--- src/rtl/ring_osc_ctrl.sv ---
// ring_osc_ctrl
//   Clocked sequencer and monitor for a self-timed NCL dual-rail ring. Holds
//   the ring in init, releases it on command, counts oscillations (rising
//   edges of one stage's COMP signal) and re-freezes the ring after the
//   programmed number of oscillations or when the ring stops toggling.
//
// Optional feature: define RING_OSC_PERIOD_EN to build the period monitor
//   (per_last / per_min / per_max / per_valid). Without it those ports read 0.
//
// Ports
//   clk        in   clock, rising edge
//   init_n     in   asynchronous active-low reset
//   start      in   launch a run (accepted in IDLE, DONE, STALL)
//   abort      in   return to IDLE from INIT or RUN
//   target     in   oscillations to run, latched with start
//   comp_mon   in   asynchronous COMP from one ring stage
//   ring_init  out  ring init net, high holds the ring in init
//   busy       out  high in INIT and RUN
//   done       out  high in DONE
//   stall      out  high in STALL
//   osc_count  out  oscillations counted in the current or last run
//   per_last   out  clocks between the last two counted oscillations
//   per_min    out  minimum period this run
//   per_max    out  maximum period this run
//   per_valid  out  period outputs meaningful (>=2 oscillations counted)
module ring_osc_ctrl #(
  parameter int unsigned CNT_W       = 16,
  parameter int unsigned PER_W       = 12,
  parameter int unsigned INIT_CYCLES = 20,
  parameter int unsigned TIMEOUT     = 1023,
  parameter int unsigned SYNC_STAGES = 2
) (
  input  logic             clk,
  input  logic             init_n,
  input  logic             start,
  input  logic             abort,
  input  logic [CNT_W-1:0] target,
  input  logic             comp_mon,
  output logic             ring_init,
  output logic             busy,
  output logic             done,
  output logic             stall,
  output logic [CNT_W-1:0] osc_count,
  output logic [PER_W-1:0] per_last,
  output logic [PER_W-1:0] per_min,
  output logic [PER_W-1:0] per_max,
  output logic             per_valid
);

  localparam int unsigned IC_W  = $clog2(INIT_CYCLES + 1);
  localparam int unsigned TMO_W = $clog2(TIMEOUT + 1);
  localparam logic [IC_W-1:0]  INIT_LOAD = IC_W'(INIT_CYCLES);
  localparam logic [TMO_W-1:0] TMO_LAST  = TMO_W'(TIMEOUT - 1);

  typedef enum logic [2:0] {
    S_IDLE,
    S_INIT,
    S_RUN,
    S_DONE,
    S_STALL
  } state_e;

  state_e           state_q, state_d;
  logic [CNT_W-1:0] target_q, target_d;
  logic [CNT_W-1:0] osc_q, osc_d;
  logic [IC_W-1:0]  icnt_q, icnt_d;
  logic [TMO_W-1:0] tmo_q, tmo_d;

  logic [SYNC_STAGES-1:0] sync_q;
  logic                   comp_p_q;
  logic                   comp_s;
  logic                   comp_rise;
  logic                   comp_edge;

  // ---------------------------------------------------------------------
  // COMP synchronizer and edge detection (runs in every state)
  // ---------------------------------------------------------------------
  always_ff @(posedge clk or negedge init_n) begin
    if (!init_n) begin
      sync_q   <= '0;
      comp_p_q <= 1'b0;
    end else begin
      sync_q   <= {sync_q[SYNC_STAGES-2:0], comp_mon};
      comp_p_q <= comp_s;
    end
  end

  assign comp_s    = sync_q[SYNC_STAGES-1];
  assign comp_rise = comp_s & ~comp_p_q;
  assign comp_edge = comp_s ^ comp_p_q;

  // ---------------------------------------------------------------------
  // Sequencer
  // ---------------------------------------------------------------------
  always_ff @(posedge clk or negedge init_n) begin
    if (!init_n) begin
      state_q  <= S_IDLE;
      target_q <= '0;
      osc_q    <= '0;
      icnt_q   <= '0;
      tmo_q    <= '0;
    end else begin
      state_q  <= state_d;
      target_q <= target_d;
      osc_q    <= osc_d;
      icnt_q   <= icnt_d;
      tmo_q    <= tmo_d;
    end
  end

  always_comb begin
    state_d  = state_q;
    target_d = target_q;
    osc_d    = osc_q;
    icnt_d   = icnt_q;
    tmo_d    = tmo_q;
    unique case (state_q)
      S_IDLE, S_DONE, S_STALL: begin
        if (start) begin
          target_d = target;
          osc_d    = '0;
          icnt_d   = INIT_LOAD;
          state_d  = S_INIT;
        end
      end
      S_INIT: begin
        if (abort) begin
          state_d = S_IDLE;
        end else begin
          icnt_d = icnt_q - 1'b1;
          if (icnt_q <= IC_W'(1)) begin
            tmo_d   = '0;
            state_d = (target_q == '0) ? S_DONE : S_RUN;
          end
        end
      end
      S_RUN: begin
        if (abort) begin
          state_d = S_IDLE;
        end else begin
          if (comp_rise && (osc_q != '1)) begin
            osc_d = osc_q + 1'b1;
          end
          tmo_d = comp_edge ? '0 : tmo_q + 1'b1;
          // Target check uses the freshly incremented count so DONE lands
          // on the same edge that counts the final oscillation.
          if (comp_rise && (osc_d == target_q)) begin
            state_d = S_DONE;
          end else if (!comp_edge && (tmo_q >= TMO_LAST)) begin
            state_d = S_STALL;
          end
        end
      end
      default: state_d = S_IDLE;
    endcase
  end

  assign ring_init = (state_q != S_RUN);
  assign busy      = (state_q == S_INIT) || (state_q == S_RUN);
  assign done      = (state_q == S_DONE);
  assign stall     = (state_q == S_STALL);
  assign osc_count = osc_q;

  // ---------------------------------------------------------------------
  // Period monitor
  // ---------------------------------------------------------------------
`ifdef RING_OSC_PERIOD_EN
  logic [PER_W-1:0] per_cnt_q, per_cnt_d;
  logic [PER_W-1:0] per_last_q, per_last_d;
  logic [PER_W-1:0] per_min_q, per_min_d;
  logic [PER_W-1:0] per_max_q, per_max_d;
  logic             per_valid_q, per_valid_d;
  logic             run_clear;
  logic             run_step;

  assign run_clear = start && ((state_q == S_IDLE) || (state_q == S_DONE) ||
                               (state_q == S_STALL));
  assign run_step  = (state_q == S_RUN) && !abort;

  always_ff @(posedge clk or negedge init_n) begin
    if (!init_n) begin
      per_cnt_q   <= '0;
      per_last_q  <= '0;
      per_min_q   <= '0;
      per_max_q   <= '0;
      per_valid_q <= 1'b0;
    end else begin
      per_cnt_q   <= per_cnt_d;
      per_last_q  <= per_last_d;
      per_min_q   <= per_min_d;
      per_max_q   <= per_max_d;
      per_valid_q <= per_valid_d;
    end
  end

  // The counter restarts at 1 on a rise so that, sampled at the next rise,
  // it holds exactly the number of clocks between the two rises.
  always_comb begin
    per_cnt_d   = per_cnt_q;
    per_last_d  = per_last_q;
    per_min_d   = per_min_q;
    per_max_d   = per_max_q;
    per_valid_d = per_valid_q;
    if (run_clear) begin
      per_cnt_d   = '0;
      per_last_d  = '0;
      per_min_d   = '0;
      per_max_d   = '0;
      per_valid_d = 1'b0;
    end else if (run_step) begin
      if (comp_rise) begin
        per_cnt_d = PER_W'(1);
        if (osc_q != '0) begin
          per_last_d  = per_cnt_q;
          per_valid_d = 1'b1;
          if (!per_valid_q) begin
            per_min_d = per_cnt_q;
            per_max_d = per_cnt_q;
          end else begin
            if (per_cnt_q < per_min_q) per_min_d = per_cnt_q;
            if (per_cnt_q > per_max_q) per_max_d = per_cnt_q;
          end
        end
      end else if (per_cnt_q != '1) begin
        per_cnt_d = per_cnt_q + 1'b1;
      end
    end
  end

  assign per_last  = per_last_q;
  assign per_min   = per_min_q;
  assign per_max   = per_max_q;
  assign per_valid = per_valid_q;
`else
  assign per_last  = '0;
  assign per_min   = '0;
  assign per_max   = '0;
  assign per_valid = 1'b0;
`endif

endmodule

--- config.mk ---
export PLATFORM = sky130hd
export DESIGN_NAME = ring_osc_ctrl
export DESIGN_NICKNAME = d
export VERILOG_FILES = /design/src/rtl/ring_osc_ctrl.sv
export SDC_FILE = /design/constraint.sdc
export NUM_CORES = 1
export LEC_CHECK = 0
export BUFFER_PORTS_ARGS = -buffer_cell sky130_fd_sc_hd__buf_2
export CELL_PAD_IN_SITES_DETAIL_PLACEMENT = 1
export CELL_PAD_IN_SITES_GLOBAL_PLACEMENT = 1
export CORE_AREA = 2 2 95 97
export DETAILED_ROUTE_END_ITERATION = 8
export DIE_AREA = 0 0 97 99
export GPL_ROUTABILITY_DRIVEN = 0
export PLACE_DENSITY_LB_ADDON = 0.1
export SYNTH_ARGS = -nofsm -noshare
export SYNTH_HDL_FRONTEND = slang
export SYNTH_SLANG_ARGS = --single-unit
--- constraint.sdc ---
create_clock -name clk -period 7.3 [get_ports clk]
set_input_delay 0.365 -clock clk [delete_from_list [all_inputs] [get_ports clk]]
set_output_delay 0.365 -clock clk [all_outputs]
set_load 0.005 [all_outputs]
-- Yosys cells after proc, flatten, opt, wreduce, memory -nomap -nowiden
Index checks and enable logic that the tools add are counted.
W data, S select, Z words.
- $add $sub $neg: 3
- reductions and logical operators: 16
- bitwise logic cells: 3
- $lt $le $gt $ge: 2
- eq/ne operators: 13
- muxes and demuxes: 22
- operators with widths (operator ; number):
    $mux W16 ; 5
    $mux W10 ; 4
    $pmux W16 S2 ; 1
    $pmux W10 S2 ; 1
    $mux W3 ; 6
    $add A16 B1 Y16 const B ; 1
    $eq A16 B16 Y1 ; 1
    $logic_not A16 Y1 ; 1
    $ne A16 B16 Y1 const B ; 1
    $add A10 B1 Y10 const B ; 1
    $ge A10 B10 Y1 const B ; 1
    $mux W5 ; 2
    $pmux W5 S2 ; 1
    $pmux W3 S3 ; 1
    $reduce_and A3 Y1 ; 3
    $ne A2 B2 Y1 const B ; 4
    $eq A3 B2 Y1 const B ; 2
    $reduce_bool A2 Y1 ; 3
    $le A5 B1 Y1 const B ; 1
    $sub A5 B1 Y5 const B ; 1
    $ne A4 B4 Y1 const B ; 1
    $reduce_and A4 Y1 ; 1
    $eq A3 B1 Y1 const B ; 1
    $eq A3 B3 Y1 const B ; 1
    12 further kinds ; 14
- output and inout port bits: 57
- register bits after elaboration: 53
- bits of input ports: 21

-- Logic depth before layout (Yosys ltp)
- depth in word-level cells: 11
- mapped depth: 10
- gate-level depth less buffers: 9

-- Worst setup path before layout
OpenSTA, ideal clock, no wires.
- path kind: reg-to-reg
- from: register osc_q[0] (netlist: osc_count[0])
- to: register state_q[2]
- required time: 7.175 ns
- library setup time: 0.125 ns
- path buffers: 2
- path slack: 4.831 ns
- data arrival time: 2.344 ns
- stages on the path, launching flop included: 11
- clock period less this slack: 2.469 ns
- cells stage by stage: dfrtp_1 > ha_1 > buf_4 > nand3_1 > nor4_4 > nor2b_2 > buf_6 > a2111oi_4 > o311a_1 > nand4_1 > o2bb2ai_1
- cells in the longest elaborated chain, start to end: 10
- elaborated cells between the ends (all ways): 13
- those cells by class: add/sub: 1; eq/ne: 3; mux: 6; reduce/logical: 3
- RTL lines (element ; line ; text):
    start: declaration ; 65 ; logic [CNT_W-1:0] osc_q, osc_d;
    start signal: assignment ; 105 ; osc_q <= osc_d;
    branches (longest 2 deep; another with $add A16 B1 Y16) ; n/a ;
    $mux W16 (*) ; 141 ; if (comp_rise && (osc_q != '1)) begin
    $mux W16 (*) ; 138 ; if (abort) begin
    $mux W16 (*) ; 117 ; unique case (state_q)
    $eq A16 B16 Y1 (*) ; 147 ; if (comp_rise && (osc_d == target_q)) begin
    $logic_and A1 B1 Y1 (*) ; 147 ;
    $mux W3 ; 147 ;
    $mux W3 ; 138 ;
    $pmux W3 S3 ; 117 ;
    end signal: assignment ; 103 ; state_q <= state_d;
    end: declaration ; 63 ; state_e state_q, state_d;
Every way passes the cells marked *. The select of a mux whose other input is x is not followed.
A chain may end at the register's enable or synchronous reset.

-- Final worst setup path
Ends and elaborated chain as after synthesis.

==> impl_metrics.tcl <==
set metrics [dict create \
    outcome "finished clean" \
    critPathMaxFanout 12 \
    yosysUniqueCellTypes 60 \
    ctsRootBufferMaster "sky130_fd_sc_hd__clkbuf_8" \
    peakVddDrop_mv 0.1342 \
    mostFrequentLayoutCell "sky130_fd_sc_hd__nand2_1" \
    worstPathRequired_ns 7.49 \
    count_of_cells_resized_by_post_cts_repair 0 \
    cap_viol_max_count 0 \
    final.period_utilization_pct 43.69 \
    numPortBuffers 40 \
    path_clk_slew_ns 0.10 \
    die_area_sq_um 9603 \
    cts-hold-fix-buffers 0 \
    numClockSinks 53 \
    portion_of_the_post_synthesis_area_used_by_sequential_elements_pct 36.38 \
    post_drt_via_cell_ratio 5.678 \
    crit_arrival_ns 3.38 \
    yosys_warnings 0 \
    detail_route.iter0.violations 95 \
    critical_path_class "reg -> reg" \
    critPathLaunchType "flop" \
    clock_tree_from_tritoncts "yes" \
    clock_latency_ns 0.32 \
    grt_setup_unrepaired "no" \
    finalPower_w 0.001066 \
    synth_edf_count 0 \
    syn_avg_cell_area_sq_um 8.268 \
    cts_htree_levels 2 \
    avgRoutedWirePerCell_microns 17.75 \
    clock_tree_buf_depth 2 \
    mappedNetlistArea_sq_um 3646 \
    place.detailed.hpwl_microns 7488 \
    report.final.hold_viol_count 0 \
    pre_cts_setup_slack_ns 4.176 \
    post_layout_minimum_cycle_time_ns 3.190 \
    num-fill-cells 1053 \
    final_nets 493 \
    antenna_cells 0 \
    worst_slew_pin_slew_ns 1.181 \
    cts_buffers 5 \
    whs_ns 0.1485 \
    antenna_violating_nets_post_route 0 \
    crit_path_end_kind "flop" \
    maxClockFrequency_mhz 313.5 \
    final_layout_size_suffix_gt1_share_pct 12.63 \
    drt_pre_antenna_iters 4 \
    initial_core_util_pct 42.64 \
    finalWorstSetupSlack_ns 4.110 \
    number_of_buffer_and_inverter_instances_along_the_worst_setup_path 0 \
    antenna_found_initial 0 \
    core.rowCount 34 \
    drt_wl_total_microns 10210 \
    detailroute.via_count 3265 \
    die_height_microns 99 \
    worstHoldPathType "in -> reg" \
    core_region_area_sq_um 8551 \
    post_synth_main_area_contributors "sky130_fd_sc_hd__dfrtp_1, sky130_fd_sc_hd__buf_4, sky130_fd_sc_hd__nand2_1" \
    synth_top_cell_by_area "sky130_fd_sc_hd__dfrtp_1" \
    design.portCount 78 \
    path_cells "ha_1 > nand4_1 > nor4_1 > xnor2_1 > o311ai_0 > nor4b_1 > nand4_1 > o2bb2ai_1" \
    power_density_nw_per_um2 275.7 \
    finalClockSkew_ns 0.01563 \
    global_route.overflow_total 0 \
    post_layout_util_pct 45.22 \
    tns_ns 0 \
    cpLargestDelayFamily "simple AND/OR/NAND/NOR gates" \
    floorplan.die.width_microns 97 \
    final_cell_mix "sky130_fd_sc_hd__nand2_1, sky130_fd_sc_hd__dfrtp_1, sky130_fd_sc_hd__o21ai_0, sky130_fd_sc_hd__buf_2, sky130_fd_sc_hd__conb_1" \
    max-slew-margin-rel_pct 20.77 \
    critical_path.max_stage_delay_ns 0.64 \
    ys.flop_type "sky130_fd_sc_hd__dfrtp_1" \
    postSynthRegisterBits 53 \
    netlist_instances 441 \
    cts_setup_buffers 0 \
    asyncSetResetFlopFracSynth_pct 100.0 \
    flow.area_growth_from_synthesis_pct 6.040 \
    drt_drc_violations_left 0 \
    slew_violations 0 \
    grt_max_degree 54 \
    power.static_leakage_nw 1.738 \
    finalSetupViolations 0 \
    grt_pass1_vias 3273 \
    groute.usage.overall_pct 21.69 \
    wire_length_of_the_first_global_routing_pass_microns 16840 \
    timing.critical_path.mode_cell "sky130_fd_sc_hd__nand4_1" \
    crit_path_top_delay_cell "sky130_fd_sc_hd__nor4_1" \
    synth_top_area_share_pct 36.38 \
]
-- sequential cells by signal, summed over array words and instances (netlist names) --
signal / cells
state_q: 3
icnt_q: 5
osc_count: 16
comp_p_q: 1
target_q: 16
sync_q: 2
tmo_q: 10
-- synth_stat cells, types with 2 or more instances --
| library cell | n |
|---|---|
| sky130_fd_sc_hd__xnor2_1 | 19 |
| sky130_fd_sc_hd__nand3_1 | 15 |
| sky130_fd_sc_hd__o21ai_0 | 44 |
| sky130_fd_sc_hd__or3_1 | 3 |
| sky130_fd_sc_hd__buf_2 | 6 |
| sky130_fd_sc_hd__nand2b_1 | 5 |
| sky130_fd_sc_hd__nand4_1 | 11 |
| sky130_fd_sc_hd__clkbuf_2 | 2 |
| sky130_fd_sc_hd__o311a_1 | 2 |
| sky130_fd_sc_hd__and3_1 | 10 |
| sky130_fd_sc_hd__nor3_1 | 13 |
| sky130_fd_sc_hd__a31oi_1 | 5 |
| sky130_fd_sc_hd__nor2_1 | 27 |
| sky130_fd_sc_hd__nand2_1 | 70 |
| sky130_fd_sc_hd__clkbuf_1 | 12 |
| sky130_fd_sc_hd__inv_1 | 10 |
| sky130_fd_sc_hd__ha_1 | 6 |
| sky130_fd_sc_hd__o2bb2ai_1 | 2 |
| sky130_fd_sc_hd__buf_4 | 39 |
| sky130_fd_sc_hd__o31ai_1 | 7 |
| sky130_fd_sc_hd__and4_1 | 6 |
| sky130_fd_sc_hd__and2_1 | 4 |
| sky130_fd_sc_hd__nor4_1 | 14 |
| sky130_fd_sc_hd__a2111oi_0 | 2 |
| sky130_fd_sc_hd__mux2i_1 | 2 |
| sky130_fd_sc_hd__a32o_1 | 2 |
| sky130_fd_sc_hd__o41ai_1 | 3 |
| sky130_fd_sc_hd__xor2_1 | 4 |
| sky130_fd_sc_hd__a21oi_1 | 13 |
| sky130_fd_sc_hd__dfrtp_1 | 53 |
-- cell families after synthesis --
logic type / count (synthesis) / share of synthesized area [%]
adders and majority gates: 6 / 2.059
other: 1 / 0.1029
buffers and inverters: 71 / 11.81
DFF: 53 / 36.38
muxes: 3 / 0.8579
AOI/OAI and AO/OA: 94 / 16.54
and+or+nand+nor: 190 / 26.73
xor gates and xnor gates: 23 / 5.525
-- final cells by class --
cell class              instances  area, sq um  share of cell area (%)
multi-input cells             353         2024                   52.36
clock inverters                 2        37.54                  0.9709
inverters                      10        37.54                  0.9709
well taps                     108        135.1                   3.495
repair buffers                 43        222.7                   5.761
clock buffers                   6        82.58                   2.136
flip-flops and latches         53         1326                   34.30
-- worst register-to-register path, cell delays in order, from the launching register on --
cell                        delay, ns
sky130_fd_sc_hd__dfrtp_1         0.50
sky130_fd_sc_hd__ha_1            0.44
sky130_fd_sc_hd__nand4_1         0.49
sky130_fd_sc_hd__nor4_1          0.64
sky130_fd_sc_hd__xnor2_1         0.19
sky130_fd_sc_hd__o311ai_0        0.14
sky130_fd_sc_hd__nor4b_1         0.28
sky130_fd_sc_hd__nand4_1         0.21
sky130_fd_sc_hd__o2bb2ai_1       0.18
-- through the flow --
| step | instances | instance area [sq um] |
|---|---|---|
| after global routing | 575 | 3866 |
| after floorplan | 477 | 3781 |
| after detailed placement | 567 | 3746 |
| after CTS | 575 | 3866 |
| after global placement | 567 | 3746 |
| final | 575 | 3866 |
-- final timing paths --
| kind | startpoint | endpoint | slack, ns | cells past startpoint |
|---|---|---|---|---|
| max | osc_count[0] | state_q[2] | 4.11 | 8 |
| min | comp_mon | sync_q[0] | 0.15 | 1 |
| max reg2reg | osc_count[0] | state_q[2] | 4.11 | 8 |
| min reg2reg | sync_q[0] | sync_q[1] | 0.36 | 0 |
| max in group asynchronous | init_n | target_q[15] | 6.66 | 2 |
| min in group asynchronous | init_n | osc_count[8] | 0.17 | 2 |
-- routing by layer --
metal  up-vias  wire, microns  GRT usage [%]
met1      1635           4750          29.03
met2        77           4900          37.29
met4         0            159          4.984
met3        12            397          3.262
met5         -              0              0
li1       1541              -              -
-- power by group --
| group | internal [W] | switching [W] |
|---|---|---|
| Clock | 0.000112 | 0.000106 |
| Combinational | 0.000157 | 0.000238 |
| Sequential | 0.000356 | 0.0000981 |
| Total | 0.000625 | 0.000441 |
(Power assumes the default switching activity.)
